`src/rtl/main_mem_responder_if.sv`:
```
// Cache-controller <-> main-memory bus: read/write strobes, address, data and
// the responder's ready/busy status.
interface main_mem_responder_if #(
  parameter int ramWidth = 8,
  parameter int addrSize = 8
) ();
  logic                RAMreadEnable;
  logic                RAMwriteEnable;
  logic [addrSize-1:0] addr;
  logic [ramWidth-1:0] dataIn;
  logic [ramWidth-1:0] dataOut;
  logic                dataReady;
  logic                busy;

  modport master (
    output RAMreadEnable, RAMwriteEnable, addr, dataIn,
    input  dataOut, dataReady, busy
  );

  modport slave (
    input  RAMreadEnable, RAMwriteEnable, addr, dataIn,
    output dataOut, dataReady, busy
  );
endinterface

```
`src/rtl/main_mem_responder.sv`:
```
// Main-memory model answering a cache controller: zero-wait writes from IDLE,
// reads returned after a fixed latency and held while the request stays high.
module main_mem_responder #(
  parameter int ramWidth    = 8,
  parameter int addrSize    = 8,
  parameter int readLatency = 3
) (
  input logic                  clk,
  input logic                  rst,
  main_mem_responder_if.slave  bus
);

  localparam int          DEPTH  = 2 ** addrSize;
  localparam logic [3:0]  LAT_M1 = 4'(readLatency - 1);

  typedef enum logic [1:0] {
    IDLE      = 2'd0,
    READ_WAIT = 2'd1,
    READ_DONE = 2'd2
  } state_e;

  state_e              state_q, state_d;
  logic [3:0]          cnt_q, cnt_d;
  logic [addrSize-1:0] raddr_q, raddr_d;
  logic [ramWidth-1:0] dout_q, dout_d;
  logic                rdy_q, rdy_d;
  logic                busy_q, busy_d;
  logic                mem_we;
  logic [ramWidth-1:0] mem_q [0:DEPTH-1];

  // Next-state, counter, latched address and output-register logic
  always_comb begin
    state_d = state_q;
    cnt_d   = cnt_q;
    raddr_d = raddr_q;
    dout_d  = dout_q;
    mem_we  = 1'b0;
    case (state_q)
      IDLE: begin
        if (bus.RAMwriteEnable) begin
          mem_we = ~rst;
        end else if (bus.RAMreadEnable) begin
          raddr_d = bus.addr;
          cnt_d   = LAT_M1;
          state_d = READ_WAIT;
        end else begin
          state_d = IDLE;
        end
      end
      READ_WAIT: begin
        if (!bus.RAMreadEnable) begin
          cnt_d   = 4'd0;
          state_d = IDLE;
        end else if (cnt_q == 4'd0) begin
          dout_d  = mem_q[raddr_q];
          state_d = READ_DONE;
        end else begin
          cnt_d = cnt_q - 4'd1;
        end
      end
      READ_DONE: begin
        if (!bus.RAMreadEnable) begin
          state_d = IDLE;
        end else begin
          state_d = READ_DONE;
        end
      end
      default: begin
        cnt_d   = 4'd0;
        state_d = IDLE;
      end
    endcase
    rdy_d  = (state_d == READ_DONE);
    busy_d = (state_d != IDLE);
  end

  // State and output registers; reset wins over any transfer that cycle
  always_ff @(posedge clk) begin
    if (rst) begin
      state_q <= IDLE;
      cnt_q   <= 4'd0;
      raddr_q <= {addrSize{1'b0}};
      dout_q  <= {ramWidth{1'b0}};
      rdy_q   <= 1'b0;
      busy_q  <= 1'b0;
    end else begin
      state_q <= state_d;
      cnt_q   <= cnt_d;
      raddr_q <= raddr_d;
      dout_q  <= dout_d;
      rdy_q   <= rdy_d;
      busy_q  <= busy_d;
    end
  end

  // Storage array, deliberately left out of reset
  always_ff @(posedge clk) begin
    if (mem_we) begin
      mem_q[bus.addr] <= bus.dataIn;
    end
  end

  assign bus.dataOut   = dout_q;
  assign bus.dataReady = rdy_q;
  assign bus.busy      = busy_q;

endmodule

```
`src/flat_wrapper.sv`:
```
// flat-port wrapper written by rule: the top's interface ports become plain ports
module main_mem_responder_flat 
#(
  parameter int ramWidth    = 8,
  parameter int addrSize    = 8,
  parameter int readLatency = 3
)
  (clk, rst, bus_RAMreadEnable, bus_RAMwriteEnable, bus_addr, bus_dataIn, bus_dataOut, bus_dataReady, bus_busy);
  main_mem_responder_if #(.ramWidth(ramWidth), .addrSize(addrSize)) bus_i ();
  input logic clk;
  input logic rst;
  input wire logic [$bits(bus_i.RAMreadEnable)-1:0] bus_RAMreadEnable;
  input wire logic [$bits(bus_i.RAMwriteEnable)-1:0] bus_RAMwriteEnable;
  input wire logic [$bits(bus_i.addr)-1:0] bus_addr;
  input wire logic [$bits(bus_i.dataIn)-1:0] bus_dataIn;
  output wire logic [$bits(bus_i.dataOut)-1:0] bus_dataOut;
  output wire logic [$bits(bus_i.dataReady)-1:0] bus_dataReady;
  output wire logic [$bits(bus_i.busy)-1:0] bus_busy;
  assign bus_i.RAMreadEnable = bus_RAMreadEnable;
  assign bus_i.RAMwriteEnable = bus_RAMwriteEnable;
  assign bus_i.addr = bus_addr;
  assign bus_i.dataIn = bus_dataIn;
  assign bus_dataOut = bus_i.dataOut;
  assign bus_dataReady = bus_i.dataReady;
  assign bus_busy = bus_i.busy;
  main_mem_responder #(.ramWidth(ramWidth), .addrSize(addrSize), .readLatency(readLatency)) u_core (.clk(clk), .rst(rst), .bus(bus_i));
endmodule
```
`config.mk`:
```
export PLATFORM = sky130hd
export DESIGN_NAME = main_mem_responder_flat
export DESIGN_NICKNAME = d
export VERILOG_FILES = /design/src/rtl/main_mem_responder_if.sv /design/src/rtl/main_mem_responder.sv /design/src/flat_wrapper.sv
export SDC_FILE = /design/constraint.sdc
export NUM_CORES = 2
export LEC_CHECK = 0
export ABC_AREA = 1
export CAP_MARGIN = 20
export CORE_MARGIN = 4
export CORE_UTILIZATION = 55
export DETAILED_ROUTE_END_ITERATION = 8
export GPL_TIMING_DRIVEN = 1
export PLACE_DENSITY = 0.7
export SLEW_MARGIN = 20
export SYNTH_ARGS = -nofsm -noshare
export SYNTH_HDL_FRONTEND = slang
export SYNTH_SLANG_ARGS = --single-unit
```
`constraint.sdc`:
```
create_clock -name clk -period 2.9 [get_ports clk]
set_input_delay 0.58 -clock clk [delete_from_list [all_inputs] [get_ports clk]]
set_output_delay 0.58 -clock clk [all_outputs]
set_load 0.05 [all_outputs]
```
== Word-level counts from Yosys, hierarchy flattened ==
Memory sizes are Yosys's and may differ from the RTL's. A register that Yosys moved wholly into a read port is not among the register bits.
Cells that the tools add are included.
Word-level totals
  bits in writable memories: 2048
  output and inout bits: 10
  bits of input ports: 20
  memories: 1
  word-level logic and storage cells: 37
  flip-flop bits (word level): 16
Operators by class
  add/subtract/negate cells: 1
  reductions and logical operators: 6
  equality and inequality tests: 6
  multiplexer cells: 15
  bitwise gates (word level): 3
Memory list
  u_core.mem_q: words 256, width 8, rd ports 1, clocked after Yosys merged registers in 1, write ports 1, line main_mem_responder.sv:29  | logic [ramWidth-1:0] mem_q [0:DEPTH-1];
Operators by type and width (number)
  2-to-1 mux 4 bit: 4
  case mux 4 bit (3 select lines): 1
  2-to-1 mux 2 bit: 4
  case mux 2 bit (3 select lines): 1
  AND reduction 3 bit: 2
  2-to-1 mux 1 bit: 5
  == test 2 bit, second input constant: 2
  logical NOT 4 bit: 1
  != test 2 bit, second input constant: 2
  AND reduction 4 bit: 1
  subtractor 4 x 1 -> 4 bit, second input constant: 1
  != test 3 bit, second input constant: 1
  inverter 1 bit: 3
  == test 2 x 1 -> 1 bit, second input constant: 1
  logical NOT 2 bit: 1
  nonzero test 2 bit: 1

== Depth between registers and ports, before layout ==
  depth after elaboration: 5
  gate-level depth with buffers: 17
  mapped depth without buffers: 13

== Least setup slack after synthesis ==
No wires, ideal clock.
  kind: input port to flip-flop
  from: input rst
  to: memory u_core.mem_q[104][0] (enable)
  slack: 0.402 ns
  path buffers: 2
  data arrival time: 2.128 ns
  library setup time: 0.370 ns
  cell stages on the path: 7
  data required time: 2.530 ns
  path through: clkbuf_1 -> nor3_1 -> inv_1 -> nor3_1 -> nand2_1 -> clkbuf_1 -> nor2_1
Between the ends
  longest elaborated chain between the ends: 5
Ends and longest elaborated chain
  from (decl): line flat_wrapper.sv:11  | input logic rst;
  inverter 1 bit: line main_mem_responder.sv:41  | mem_we = ~rst;
  2-to-1 mux 1 bit: line main_mem_responder.sv:40  | if (bus.RAMwriteEnable) begin
  2-to-1 mux 1 bit: line main_mem_responder.sv:38  | case (state_q)
  2-to-1 mux 1 bit: line main_mem_responder.sv:98  | if (mem_we) begin
  2-to-1 mux 1 bit (implied by the code): line main_mem_responder.sv:99  | mem_q[bus.addr] <= bus.dataIn;
  to (decl): line main_mem_responder.sv:29
Every way passes these cells.

== Worst setup path in the final report ==
  from: register u_core.dout_q[4] (netlist: u_core.bus.dataOut[4]), read port of u_core.mem_q
  to: output bus_dataOut[4]
RTL lines
  from (decl): line main_mem_responder.sv:25  | logic [ramWidth-1:0] dout_q, dout_d;
  to (decl): line flat_wrapper.sv:16  | output wire logic [$bits(bus_i.dataOut)-1:0] bus_dataOut;
No word-level cell between the ends.

==> reports/results.txt <==
# H-tree levels - 4
Commonest non-fill, non-tap cell in the layout - nand2_1
Post-Synth Adder-Cell Area - 0.0298%
Final nets - 7357
Post-Syn Instances - 7078
FMAX - 350 MHz
Multiplexer share of the synthesized area - 0%
Startpoint Class - register
Reg-to-reg critical path startpoint - u_core.raddr_q[0]$_SDFFE_PP0P_
Crit-path cells - clkdlybuf4s50_1
Yosys warnings - 0
Simple-gate portion of the synthesized area - 22.9%
Die Footprint - 159000 µm²
Die Width - 399 µm
Cts bufs inserted - 197
Core Area - 152000 µm²
Post-synthesis xor/xnor area fraction - 0.0104%
Crit Path Max Fanout - 2
Post-synth top area share - 73.2%
Initial antenna violation count - 8
Post-DP HPWL - 140000 µm
Commonest non-fill, non-tap cells in the layout - nand2_1 (2111), edfxtp_1 (2048), nand3_1 (2026), buf_4 (412), nor2_1 (292)
Crit path buffers/inverters - 1
Final period utilization - 98.6%
Root Buffer - clkbuf_16
PnR Total Power - 63.4 mW
Area of the mapped netlist - 84000 µm²
TritonCTS clock tree - built
Slew of the pin with the lowest slew margin - 0.814 ns
Post-synthesis sequential area ratio - 73.8%
Post-Route WL - 228000 µm
Starting Density - 55.3%
CP required - 2.32 ns
Endpoints failing hold - 0
Hold path startpoint - bus_dataIn[0]
Via density - 5.99
Power per cell area - 660 nW/µm²
Leakage power - 34.1 nW
Final setup violation count - 0
Input/output buffers - 29
Synth-to-Final Area Change - 14.3%
Max_slew headroom - 45.7%
Crit path from - u_core.bus.dataOut[4]$_SDFFE_PP0P_
Row Count - 143
Antenna viol nets, final - 0
Largest net degree at the start of global routing - 149
Via count - 57200
RSZ-0062 raised after global routing - false
Placer congestion estimate - 0.930
Synth Area in Compound Gates - 0.162%
Tmin final - 2.86 ns
First drt pass iteration count - 7
DRC - 0
Syn Nets - 7100
Vias in the first global route - 54500
Initial DRC count - 8083
Syn Area/Cell - 11.9 µm²
Max Slew Vio Count - 0
CP max stage cell - clkdlybuf4s50_1
Max VDD drop - 0.644 mV
Top cells by area, synth - edfxtp_1 (73%), nand3_1 (12%), nand2_1 (9.5%), buf_2 (1.6%), nor2_1 (1.3%)
First-pass GRT wire length - 337000 µm
Worst hold path class - in2reg
Share of cells above drive strength 1 - 11.0%
CP top delay family - buffers and inverters
Worst skew pair latency - 0.83 ns
Fill cells - 11100
Largest family of logic cells by synthesized area - simple AND/OR/NAND/NOR gates
Worst EP arrival - 2.28 ns
Aggregate global-route resource usage - 28.4%
Kind of critical path - reg2out
CP max stage delay - 0.90 ns
Final TNS setup - 0 ns
Area leader, netlist - edfxtp_1
Status - finished clean
Ports - 30
Clock sinks - 2072
GRT Residual Overflow - 0
Die H - 399 µm
Clock buffer depth - 3
Clock transition at the registers of the reported paths - 0.06 ns
DR WL/cell - 23.9 µm
Setup crit end kind - primary output
Netlist cell types - 22
Maxcap violations - 0
Clk_skew - 0.0265 ns
#FFs+latches synth - 2072
[worst paths after layout]
| path | end | slack [ns] | cells past startpoint |
|---|---|---|---|
| worst max-delay path | bus_dataOut[4] | 0.04 | 1 |
| worst min-delay path | u_core.mem_q[226][0]$_DFFE_PP_ | 0.12 | 1 |
| worst max register to register | u_core.bus.dataOut[1]$_SDFFE_PP0P_ | 0.07 | 14 |
| worst min register to register | u_core.cnt_q[1]$_SDFFE_PP0P_ | 0.55 | 2 |
[per-layer routing]
layer,global-route usage (%),wire (µm),vias up
met5,0,26,-
met4,12.6,10500,4
met3,6.83,25700,561
met2,44.5,105000,3404
met1,38.2,86700,27600
li1,-,-,25600
[metrics by stage]
step,hold WS [ns],worst slack (ns),area [µm²],utilization [%],cells
CTS,0.0658,0.0545,96000,63.2,9532
global route,0.0901,0.0127,96100,63.2,9535
floorplan,0.479,0.402,84000,-,7078
global placement,0.503,-0.194,89600,59.0,9163
finish,0.125,0.0396,96100,63.3,9539
detailed placement,0.523,-0.156,89600,59.0,9163
[area by class of cell]
type	count	area, µm²	share of cell area (%)
Timing Repair inverter	1	11.3	0.0117
Timing Repair Buffer	542	5440	5.66
Inverter	41	198	0.206
Clock buffer	254	5330	5.55
Tap cell	2030	2540	2.64
Antenna cell	4	10.0	0.0104
Clock inverter	115	1080	1.13
Multi-Input combinational cell	4480	19500	20.3
Sequential cell	2072	62000	64.5
[registers in the layout, summed over array words and instances (netlist names)]
register / cells
u_core.bus.busy: 1
u_core.bus.dataReady: 1
u_core.state_q: 2
u_core.raddr_q: 8
u_core.cnt_q: 4
u_core.mem_q: 2048
u_core.bus.dataOut: 8
[kinds of logic (layout without fill, tap and decap cells)]
group	after synthesis	after routing
XOR/XNOR	1	1
other	0	4
adder cells (fa/ha/maj)	2	2
AO/OA/AOI/OAI	26	26
buffers and inverters	526	953
flip-flops	2072	2072
AND/OR/NAND/NOR	4451	4451
[cells in the mapped netlist]
cell	instances
nand2_1	2126
edfxtp_1	2048
nand3_1	2026
nor2_1	292
buf_2	269
clkbuf_1	119
buf_4	49
inv_1	38
buf_1	31
dfxtp_1	24
buf_6	17
o21ai_0	13
a21oi_1	10
nor3_1	4
a211oi_1	2
ha_1	2
inv_2	2
nand4_1	2
a31oi_1	1
inv_4	1
nor3_2	1
xor2_1	1
[power by group]
part	total, mW	leakage [nW]	switching (mW)	internal (mW)
clock network	25.4	3.13	10.8	14.7
registers	33.0	18.6	0.0469	32.9
logic	5.06	12.4	3.71	1.35
[repair_timing]
| action | CTS | global route |
|---|---|---|
| endpoints found under the setup margin | 2 | 1 |
| gates resized for setup | 2 | 1 |
| setup buffers | 0 | 2 |
| gates cloned | 0 | 1 |
| hold buffers | 0 | 0 |
Note: power is estimated with default switching activity, not from simulation.
